<file path="src/rtl/pipe_ctrl_pkg.sv">
// Shared types for the pipeline stall/flush sequencer: FSM encodings, parameter
// defaults and the RUN-state request priority encoder.
package pipe_ctrl_pkg;

   typedef enum logic [1:0] {
      StRun     = 2'd0,
      StMemWait = 2'd1,
      StFlush   = 2'd2
   } ctrl_state_e;

   localparam int unsigned DefBranchPenalty = 1;
   localparam int unsigned DefMemTimeout    = 15;
   localparam int unsigned DefCntW          = 16;

   // Enumerators are ordered by ascending priority.
   typedef enum logic [2:0] {
      ReqNone    = 3'd0,
      ReqImem    = 3'd1,
      ReqLoadUse = 3'd2,
      ReqBranch  = 3'd3,
      ReqDmem    = 3'd4
   } req_e;

   function automatic req_e run_request(input logic dmem_busy, input logic branch_taken,
                                        input logic load_use_stall, input logic imem_busy);
      if (dmem_busy) return ReqDmem;
      if (branch_taken) return ReqBranch;
      if (load_use_stall) return ReqLoadUse;
      if (imem_busy) return ReqImem;
      return ReqNone;
   endfunction

endpackage

</file>
<file path="src/rtl/pipe_perf_counter.sv">
// Saturating event counter used for the optional pipeline performance statistics.
module pipe_perf_counter #(
   parameter int unsigned CNT_W = 16
) (
   input  logic             clock,
   input  logic             reset,
   input  logic             inc,
   output logic [CNT_W-1:0] count
);

   logic [CNT_W-1:0] count_q;

   always_ff @(posedge clock) begin
      if (reset) begin
         count_q <= '0;
      end else if (inc && (count_q != '1)) begin
         count_q <= count_q + 1'b1;
      end
   end

   assign count = count_q;

endmodule

</file>
<file path="src/rtl/pipeline_control_unit.sv">
// Stall/flush sequencer for the 5-stage pipeline; outputs are combinational from state
// and inputs. Define PIPE_CTRL_PERF_EN to add the stall/flush/memwait cycle counters.
module pipeline_control_unit
   import pipe_ctrl_pkg::*;
#(
   parameter int unsigned BRANCH_PENALTY = DefBranchPenalty,
   parameter int unsigned MEM_TIMEOUT    = DefMemTimeout,
   parameter int unsigned CNT_W          = DefCntW
) (
   input  logic       clock,
   input  logic       reset,
   input  logic       load_use_stall,
   input  logic       branch_taken,
   input  logic       imem_busy,
   input  logic       dmem_busy,
   output logic       pc_write,
   output logic       pc_src_branch,
   output logic       if_id_write,
   output logic       if_id_flush,
   output logic       id_ex_write,
   output logic       id_ex_flush,
   output logic       ex_mem_write,
   output logic       mem_wb_bubble,
   output logic       mem_timeout,
   output logic [1:0] ctrl_state
`ifdef PIPE_CTRL_PERF_EN
   ,
   output logic [CNT_W-1:0] stall_cycles,
   output logic [CNT_W-1:0] flush_cycles,
   output logic [CNT_W-1:0] memwait_cycles
`endif
);

   ctrl_state_e state_q, state_d;
   logic [7:0]  wait_cnt_q, wait_cnt_d;
   logic [2:0]  flush_cnt_q, flush_cnt_d;
   logic        pending_q, pending_d;
   logic        timeout_q, timeout_d;
   req_e        req;
   logic        run_stall;

   always_comb begin
      state_d       = state_q;
      wait_cnt_d    = wait_cnt_q;
      flush_cnt_d   = flush_cnt_q;
      pending_d     = pending_q;
      timeout_d     = timeout_q;
      pc_write      = 1'b1;
      pc_src_branch = 1'b0;
      if_id_write   = 1'b1;
      if_id_flush   = 1'b0;
      id_ex_write   = 1'b1;
      id_ex_flush   = 1'b0;
      ex_mem_write  = 1'b1;
      mem_wb_bubble = 1'b0;
      req           = ReqNone;

      unique case (state_q)
         StRun: req = run_request(dmem_busy, branch_taken, load_use_stall, imem_busy);
         // EX is frozen here, so a live branch_taken only repeats what was latched on entry.
         StMemWait: begin
            if (dmem_busy) req = ReqDmem;
            else if (pending_q) req = ReqBranch;
            else req = run_request(1'b0, 1'b0, load_use_stall, imem_busy);
         end
         StFlush: req = dmem_busy ? ReqDmem : ReqNone;
         default: req = ReqNone;
      endcase

      if ((state_q == StFlush) && !dmem_busy) begin
         if_id_flush = 1'b1;
         id_ex_flush = 1'b1;
         pc_write    = !imem_busy;
         if (!imem_busy) begin
            flush_cnt_d = flush_cnt_q - 3'd1;
            if (flush_cnt_q <= 3'd1) state_d = StRun;
         end
      end else begin
         unique case (req)
            ReqDmem: begin
               pc_write      = 1'b0;
               if_id_write   = 1'b0;
               id_ex_write   = 1'b0;
               ex_mem_write  = 1'b0;
               mem_wb_bubble = 1'b1;
               state_d       = StMemWait;
               if (state_q == StMemWait) begin
                  wait_cnt_d = (wait_cnt_q == 8'hff) ? wait_cnt_q : wait_cnt_q + 8'd1;
               end else begin
                  wait_cnt_d = 8'd1;
                  pending_d  = (state_q == StRun) && branch_taken;
               end
            end
            ReqBranch: begin
               pc_src_branch = 1'b1;
               if_id_flush   = 1'b1;
               id_ex_flush   = 1'b1;
               pending_d     = 1'b0;
               if (BRANCH_PENALTY > 1) begin
                  state_d     = StFlush;
                  flush_cnt_d = 3'(BRANCH_PENALTY - 1);
               end else begin
                  state_d = StRun;
               end
            end
            ReqLoadUse, ReqImem: begin
               pc_write    = 1'b0;
               if_id_write = 1'b0;
               id_ex_flush = 1'b1;
               state_d     = StRun;
            end
            default: state_d = StRun;
         endcase
      end

      if ((req == ReqDmem) && (wait_cnt_d >= 8'(MEM_TIMEOUT))) timeout_d = 1'b1;

      if (reset) begin
         pc_write      = 1'b0;
         pc_src_branch = 1'b0;
         if_id_write   = 1'b0;
         if_id_flush   = 1'b1;
         id_ex_write   = 1'b0;
         id_ex_flush   = 1'b1;
         ex_mem_write  = 1'b0;
         mem_wb_bubble = 1'b1;
      end
   end

   assign run_stall = (state_q == StRun) && ((req == ReqLoadUse) || (req == ReqImem));

   always_ff @(posedge clock) begin
      if (reset) begin
         state_q     <= StRun;
         wait_cnt_q  <= '0;
         flush_cnt_q <= '0;
         pending_q   <= 1'b0;
         timeout_q   <= 1'b0;
      end else begin
         state_q     <= state_d;
         wait_cnt_q  <= wait_cnt_d;
         flush_cnt_q <= flush_cnt_d;
         pending_q   <= pending_d;
         timeout_q   <= timeout_d;
      end
   end

   assign mem_timeout = timeout_q & ~reset;
   assign ctrl_state  = state_q;

`ifdef PIPE_CTRL_PERF_EN
   pipe_perf_counter #(.CNT_W(CNT_W)) u_stall_cnt (
      .clock (clock),
      .reset (reset),
      .inc   (run_stall),
      .count (stall_cycles)
   );

   pipe_perf_counter #(.CNT_W(CNT_W)) u_flush_cnt (
      .clock (clock),
      .reset (reset),
      .inc   (if_id_flush),
      .count (flush_cycles)
   );

   pipe_perf_counter #(.CNT_W(CNT_W)) u_memwait_cnt (
      .clock (clock),
      .reset (reset),
      .inc   (state_q == StMemWait),
      .count (memwait_cycles)
   );
`else
   logic unused_run_stall;
   assign unused_run_stall = run_stall;
`endif

endmodule

</file>
<file path="config.mk">
export PLATFORM = sky130hd
export DESIGN_NAME = pipeline_control_unit
export DESIGN_NICKNAME = d
export VERILOG_FILES = /design/src/rtl/pipe_ctrl_pkg.sv /design/src/rtl/pipe_perf_counter.sv /design/src/rtl/pipeline_control_unit.sv
export SDC_FILE = /design/constraint.sdc
export NUM_CORES = 1
export LEC_CHECK = 0
export CAP_MARGIN = 0
export CELL_PAD_IN_SITES_DETAIL_PLACEMENT = 0
export CELL_PAD_IN_SITES_GLOBAL_PLACEMENT = 2
export CORE_MARGIN = 2
export CORE_UTILIZATION = 27
export DETAILED_ROUTE_END_ITERATION = 12
export PLACE_DENSITY_LB_ADDON = 0.1
export SYNTH_ARGS = -nofsm -noshare
export SYNTH_HDL_FRONTEND = slang
export SYNTH_HIERARCHICAL = 1
export SYNTH_SLANG_ARGS = --single-unit
</file>
<file path="constraint.sdc">
create_clock -name clock -period 2.4 [get_ports clock]
set_clock_uncertainty 0.2 [all_clocks]
set_input_delay 0.24 -clock clock [delete_from_list [all_inputs] [get_ports clock]]
set_output_delay 0.24 -clock clock [all_outputs]
set_load 0.02 [all_outputs]
</file>
==> results.txt, run 1 <==
STA classifies the critical path startpoint as an input pin. Cells fill 36.4% of the core in the end. The number of antenna diodes is 0.

For this run, the detailed router's first-pass iteration total came to 4. The sum of negative setup slack is 0 ps. The number of stages on the worst setup path came out at 6. The placement row count came out at 19. The number of nets in the finished design is between 100 and 150. The final critical delay including setup and external delays came out at between 2000 and 2500 ps.

Per report_power, the combinational group accounts for about 20% of the total. In this run, the clock network consumes approximately a third of the power. Net switching is 27.2% of the power. The power density over cell area is approximately 400 nW/µm². The initial utilization of the core area, before any placement, comes to 27.9%. The number of hold buffers added after CTS came out at 0. Global routing finished with a remaining overflow of 0. Setup repair after global routing left no endpoint under its margin.

The total placed cells including tap cells is roughly 140. Across the whole layout, storage elements account for around 220 µm². Summed over all instances, the cell type with the most area after synthesis is sky130_fd_sc_hd__dfxtp_1. The routability-driven placement congestion ratio is 0.712. Across the run, the number of max-cap violations was 0. The summed area of non-filler cells in the final layout came out at ~1000 µm². The proportion of netlist area held by the largest area contributor came out at between 20 and 30%. The worst setup path is of the input pin to output pin kind. The required time reported for the critical path endpoint is 1960 ps.

The worst hold slack after final layout came out at ~290 ps. The post-detailed-routing wire length came out at 1.89 mm. The peak clock frequency supported by timing came out at 433 MHz. The chip width is 57.0 µm. The initial antenna violation count came out at 0.

In this design, the stage delay of the slowest critical-path cell is ~630 ps. The analysis attributes to net switching a power of between 0.0001 and 0.00015 W. The count of non-filler cells in the finished layout is roughly 150.

Entering global routing, the biggest net connects 15 pins. The count of fill cells added during filler insertion is between 200 and 300. The number of buffers on the longest clock path is 2. The core box area came out at approximately 2700 µm².

Dividing the detail-routed via count by the number of cells gives 5.14. The area of the multi-input gates is 477 µm². The count of input and output buffers is 15.

The hold violation total from the final report is 0. The design internal power came out at between 0.0002 and 0.0003 W. The height of the die came out at 57.0 µm. The cell count of the worst reg-to-reg path came out at 6. The share of the yosys chip area belonging to registers is 29.1%. Walking the worst path, the cells encountered are clkdlybuf4s50_1, nor2b_1, a21oi_1, buf_4, a21oi_1, clkdlybuf4s50_1. The number of H-tree levels came out at 1. Counting both buffers and inverters, the worst setup path holds a total of 3. The layout overhead on the synthesized area came out at 30.2%. Summing all placed instances gives a cell area of between 900 and 1000 µm².

The endpoint arrival time on the critical path is 1870 ps. The first routing iteration left 32 violations. The peak supply drop is around 270 µV. The synthesized design contains 11 register bits. The total count of max-transition violations in the final report is 0.

The cell depth of the worst min-delay path came out at 2. The total number of vias came out at 746. Leaving out fill and tap cells, the most frequent cells in the layout are sky130_fd_sc_hd__clkdlybuf4s50_1 (14), sky130_fd_sc_hd__dfxtp_1 (11), sky130_fd_sc_hd__a21oi_1 (8), sky130_fd_sc_hd__nand2_1 (8), sky130_fd_sc_hd__buf_4 (8). The mean routed wirelength per cell is 13.0 µm. The count of nets left with antenna violations once routing finished came out at 0.

The average cell area after synthesis is roughly 8.0 µm². The number of global-route vias before repair came out at approximately 650. The global-route usage over all layers came out at 12.4%. The min-delay analysis places its worst path in the category flop to flop.

The number of DRC violations after detailed routing came out at 0. The number of clock buffers inserted by TritonCTS is 3. The first global-routing pass estimated between 3 and 4 mm of wire. Sequential cells account for a little under half of the total power.

In the final layout, the share of cells above drive strength 1 is 19.3%. On the critical path, the stage with the largest delay is an instance of sky130_fd_sc_hd__clkdlybuf4s50_1. The worst path uses between 90 and 100% of the clock period. The latest clock arrival within the worst-skew pair came out at approximately 270 ps. The number of sinks on the clock net came out at 11. The clock slew at the register clock pins of the worst setup and hold paths is ~70 ps. The HPWL after detailed placement came out at about 1.4 mm. The synthesized netlist occupies a cell area of around 760 µm². The floorplan step defined a die boundary enclosing 3240 µm². Leaving out fill and tap cells, the most frequent cell in the layout is sky130_fd_sc_hd__clkdlybuf4s50_1. The cell type group with the largest total delay on the critical path is buffers and inverters. The synthesized netlist net count is 102. The count of different cell masters after synthesis came out at 40.

The run finished with clean final reports. By area the synthesized netlist is led by sky130_fd_sc_hd__dfxtp_1 (29%), sky130_fd_sc_hd__nor2b_1 (5.8%), sky130_fd_sc_hd__a21oi_1 (5.3%). 17 I/O pins were placed.

The worst setup path is captured at an output pin. The cell count after synthesis came out at 95. The top fanout value on the critical path came out at 3.

The CTS tree is done. The count of warnings emitted by yosys is 6. The root buffer cell chosen for the clock tree is sky130_fd_sc_hd__clkbuf_4. For this design the static power due to leakage is between 0.3 and 0.4 nW.

Setup violations remaining at the end of the flow were counted as 0.
per-layer routing:
| layer | track usage (%) | wire (µm) | up-vias |
|---|---|---|---|
| li1 | - | - | 383 |
| met1 | 17.1 | 917 | 348 |
| met2 | 18.9 | 903 | 13 |
| met3 | 2.27 | 49 | 2 |
| met4 | 5.98 | 16 | 0 |
| met5 | 0 | 0 | - |
worst min-delay path: cells and delay by family, from the launching register on:
family / cells / cell delay, ps
flops: 1 / 310
compound gates: 2 / 130
synth_stat cells (all sizes together):
cell type and number:
o31ai 1, nor2 6, o21ai 1, a22oi 1, inv 3, dfxtp 11, and3 2, nor3 3
and4bb 1, buf 5, o2bb2ai 1, nand2 8, a311oi 1, a21oi 8, clkbuf 3, a21o 1
or2 3, nor3b 2, o21bai 1, ha 1, nor4 2, a21bo 1, nand4 1, xnor2 1
or3 1, a2111o 1, and2 3, and4 2, nor4b 1, nor2b 7, a211oi 1, a31oi 5
nand3 2, a211o 1, conb 1, mux2 2
flip-flops by register name, indices dropped and copies added (netlist names):
signal	cells
wait_cnt_q	8
timeout_q	1
pending_q	1
ctrl_state	1
final timing paths:
| kind | from | to | slack, ps |
|---|---|---|---|
| max | branch_taken | if_id_write | 90 |
| min reg2reg | pending_q$_SDFFE_PP0P_ | pending_q$_SDFFE_PP0P_ | 290 |
| max reg2reg | wait_cnt_q[1]$_SDFF_PP0_ | timeout_q$_SDFFE_PP0P_ | 210 |
| min | pending_q$_SDFFE_PP0P_ | pending_q$_SDFFE_PP0P_ | 290 |
power groups by stage:
stage | logic, W | registers [W] | clock network, W
final | 0.0000799 | 0.000188 | 0.000129
after global routing | 0.0000871 | 0.000188 | 0.000142
after CTS | 0.0000807 | 0.000188 | 0.000135
after detailed placement | 0.0000803 | 0.000192 | 0
after global placement | 0.0000814 | 0.000192 | 0
after floorplan | 0.0000426 | 0.000194 | 0
metrics by stage:
stage / power [W] / setup slack, ps
after floorplan: 0.000237 / 323
after global placement: 0.000274 / 93.6
after detailed placement: 0.000272 / 75.7
after CTS: 0.000403 / 78.0
after global routing: 0.000417 / 11.5
final: 0.000397 / 88.4
final cells by class:
type / count / share of cell area [%]
repair buffers: 23 / 21.6
well taps: 31 / 3.93
clock buffers: 4 / 2.66
multi-input cells: 73 / 48.4
inverters: 3 / 1.14
flip-flops and latches: 11 / 22.3
cell families after synthesis:
group | Yosys count | synth area share, %
simple gates | 44 | 34.2
compound gates | 24 | 22.5
flops | 11 | 29.1
buf+inv | 11 | 7.93
mux | 2 | 2.97
fa+ha+maj | 1 | 1.65
other cells | 1 | 0.495
xor+xnor | 1 | 1.16
timing repair:
action | in CTS | in global routing
setup buffers | 0 | 0
setup endpoints to repair | 0 | 1
gates resized for setup | 0 | 1
Power figures use the tool's default switching activity.
==> inputs of run 2 (changes only) <==
Settings changed: ABC_AREA set to 1, ABC_CLOCK_PERIOD_IN_PS set to 2400, CORE_UTILIZATION 27 to 24, SLEW_MARGIN set to 0.
==> run 2 against run 1 <==
Effect of this change:
- power increased by 0.23%
- synthesized cell count increased by 16%
- sequential power about the same
- critical path type unchanged
- critical endpoint is now pc_src_branch
- first-iteration DRC count decreased by 72%
- non-clock buffer count decreased by 5
- synthesized area decreased by 7.1%
- flip-flop and latch count unchanged
- critical path depth decreased by 1
==> results.txt, run 2 <==
The pre-CTS worst setup slack is ~160 ps. Dividing total power by cell area gives a power density of 438 nW/µm². The type of element launching the critical path is an input pin. The power after layout came out at approximately 0.0004 W. The pin count of the biggest net entering global routing is 10.

The number of global-route vias before repair is between 600 and 700. The cell area after technology mapping is between 700 and 800 µm². The number of buffers on the longest clock path is 2. TritonCTS built the clock tree. For this design the total switching power over the nets is approximately 0.00011 W.

In this run the tool buffered the top-level ports with 15 buffer cells. Setup repair after global routing left no endpoint under its margin. The vias per cell came out at about 4.3. In this run the count of I/O pins placed on the die edge is 17. The number of sinks on the clock net is 11. The share of layout cells above drive strength 1 came out at roughly 13%. The share of the yosys chip area belonging to registers is between 30% and 40%. The top fanout value on the critical path came out at 4. The run finished with clean final reports.

Clock tree synthesis inserted a total of 3 buffers. The area enclosed by the die boundary is approximately 3400 µm². The chip width is roughly 58 µm. Derived from the worst setup path, the maximum achievable clock frequency is around 450 MHz. Summed over all instances, the cell type with the most area after synthesis is sky130_fd_sc_hd__dfxtp_1. After global routing the overflow that remains totals 0. The count of state elements after synthesis came out at 11.

The proportion of netlist area held by the largest area contributor is 31.3%. At the later pin of the worst-skew pair, clock insertion delay measures approximately 270 ps. The min-delay analysis places its worst path in the category flop to flop.

The stage delay of the slowest cell on the critical path is around 610 ps. The number of resized instances in the post-cts repair step came out at 0. The number of enable-type register cells in the synthesized netlist came out at 0.

The clock slew at the register clock pins of the worst setup and hold paths is about 70 ps. Counting instances in the post-synthesis netlist gives the leading cell types as sky130_fd_sc_hd__nand2_1 (26), sky130_fd_sc_hd__nor2_1 (16), sky130_fd_sc_hd__inv_1 (14), sky130_fd_sc_hd__dfxtp_1 (11), sky130_fd_sc_hd__nand3_1 (10). Max-cap violations in this run came to 0. The register bank with the most flops is wait_cnt_q. The DRC marker count from the first detailed-route iteration is 9. The area growth from synthesis to layout is 29.0%. The count of different cell masters after synthesis is 25.

For the final routed database, the setup TNS stands at 0 ps. CTS placed an instance of sky130_fd_sc_hd__clkbuf_4 at the clock tree root. The initial antenna violation count came to 0.

Summing over every cut layer, the via total after detailed routing is 687. Leaving out fill and tap cells, the most frequent cell in the layout is sky130_fd_sc_hd__nand2_1. The leading cell type by number of instances after synthesis is sky130_fd_sc_hd__nand2_1.

In the synthesized netlist the async set-or-reset flop fraction comes to 0%. Ranked by total cell area, the synthesized netlist is headed by sky130_fd_sc_hd__dfxtp_1 (31%), sky130_fd_sc_hd__nand2_1 (14%), sky130_fd_sc_hd__nor2_1 (8.5%). The cell count after synthesis came out at between 100 and 150.

The global-route usage over all layers came out at between 10% and 20%. The first-pass detailed-route iteration total is 4. The buffers inserted during post-CTS setup optimization is 0.

The final layout contains approximately 140 nets. Net switching is between 20 and 30% of the power. In the final routed layout, each cell accounts on average for approximately 10 µm.

Counting the fill cells in the layout gives 319. The share of power burned in combinational logic came out at just under 20%. STA puts the critical path data required time at roughly 2000 ps.

In the layout the commonest cells are sky130_fd_sc_hd__nand2_1 (26), sky130_fd_sc_hd__nor2_1 (16), sky130_fd_sc_hd__clkdlybuf4s50_1 (15). After layout, the worst path uses 93.3% of the clock period. The routability-driven placement congestion ratio came out at between 0.7 and 0.8. The number of DRC violations after detailed routing is 0. The relative contribution of the clock network to total power came out at between 30% and 40%.

The flip-flop count of the largest register, all copies and words added came out at 8. The endpoint arrival time on the critical path is 1800 ps. For this design, the slowest cell found on the critical path is sky130_fd_sc_hd__clkdlybuf4s50_1.

The total count of max-transition violations in the final report is 0. The most used flip-flop cell after synthesis is sky130_fd_sc_hd__dfxtp_1. The setup path with the least slack is of type input pin to output pin.

Once the floorplan was initialized, standard cells occupied 25.3% of the core. Measured along the y axis, the die boundary spans 58.1 µm. The setup slack after layout is 160 ps. The core box area is approximately 2800 µm². The post-detailed-route count of antenna-violating nets is 0. The average cell area after synthesis came out at approximately 6.4 µm². The HPWL after detailed placement came out at roughly 1.4 mm. The number of H-tree levels came out at 1. The critical path goes through clkdlybuf4s50_1, nor2_1, inv_1, nor2_1, clkdlybuf4s50_1.

The number of setup violations in the final report is 0. The setup check on the worst reg-to-reg path leaves a slack of 650 ps. Summed over all layers, the routed wires come to roughly 1.6 mm. The sequential power share is between 40% and 50%.

The design internal power came out at roughly 0.00029 W. The worst hold slack after final layout came out at 255 ps. The critical path capture point type is an output pin. Yosys printed 6 warnings.

VDD sags by at most between 200 and 250 µV. The number of antenna diodes is 0. The number of hold buffers added after CTS is 0. The first global-routing pass estimated between 2 and 3 mm of wire. The hold violation total from the final report came out at 0.

After floorplanning, the core was divided into 19 placement rows. The static leakage power is approximately 0.44 nW. The final critical delay including setup and external delays came out at roughly 2200 ps. The synthesized netlist net count is between 100 and 150.
-- run 2: worst max-delay path, delay by kind of cell --
| family | cells | cell delay, ps |
|---|---|---|
| buffers and inverters | 3 | 1200 |
| and+or+nand+nor | 2 | 350 |
-- run 2: layer usage --
layer	vias up	track usage, %	routed length (µm)
met5	-	0	0
met4	0	4.98	17
met3	2	2.90	63
met2	11	18.0	758
met1	299	13.0	776
li1	375	-	-
-- run 2: cells by family (layout without fill, tap and decap cells) --
family          after synthesis  count (layout)  share of synthesized area (%)
fa+ha+maj                     1               1                           1.78
simple gates                 65              65                           43.8
flops                        11              11                           31.3
other cells                   1               1                          0.533
buf+inv                      21              38                           13.3
compound gates               11              11                           9.25
-- run 2: layout make-up --
cell class	count	area (µm²)	share of cell area [%]
Clock buffer	4	26.3	2.90
Inverter	16	60.1	6.62
Multi-Input combinational cell	78	389	42.9
Sequential cell	11	220	24.3
Tap cell	31	38.8	4.28
Timing Repair Buffer	18	173	19.0
-- run 2: final timing paths --
kind,start,end,cells past startpoint
max,dmem_busy,pc_src_branch,5
min,timeout_q$_SDFFE_PP0P_,timeout_q$_SDFFE_PP0P_,2
max reg2reg,wait_cnt_q[0]$_SDFF_PP0_,timeout_q$_SDFFE_PP0P_,12
min reg2reg,timeout_q$_SDFFE_PP0P_,timeout_q$_SDFFE_PP0P_,2
-- run 2: per-stage QoR --
stage	instance area, µm²	cells	util (%)
floorplan	703	110	-
finish	907	158	32.6
global placement	881	154	31.7
detailed placement	881	154	31.7
CTS	907	158	32.6
global route	907	158	32.6
-- run 2: power groups by stage --
| stage | Combinational [W] | Clock [W] | Sequential [W] |
|---|---|---|---|
| 2_1_floorplan | 0.0000466 | 0 | 0.000195 |
| 3_3_place_gp | 0.0000811 | 0 | 0.000195 |
| 3_5_place_dp | 0.0000796 | 0 | 0.000195 |
| 4_1_cts | 0.0000802 | 0.000136 | 0.000191 |
| 5_1_grt | 0.0000879 | 0.000148 | 0.000192 |
| 6_report | 0.0000789 | 0.000128 | 0.000191 |
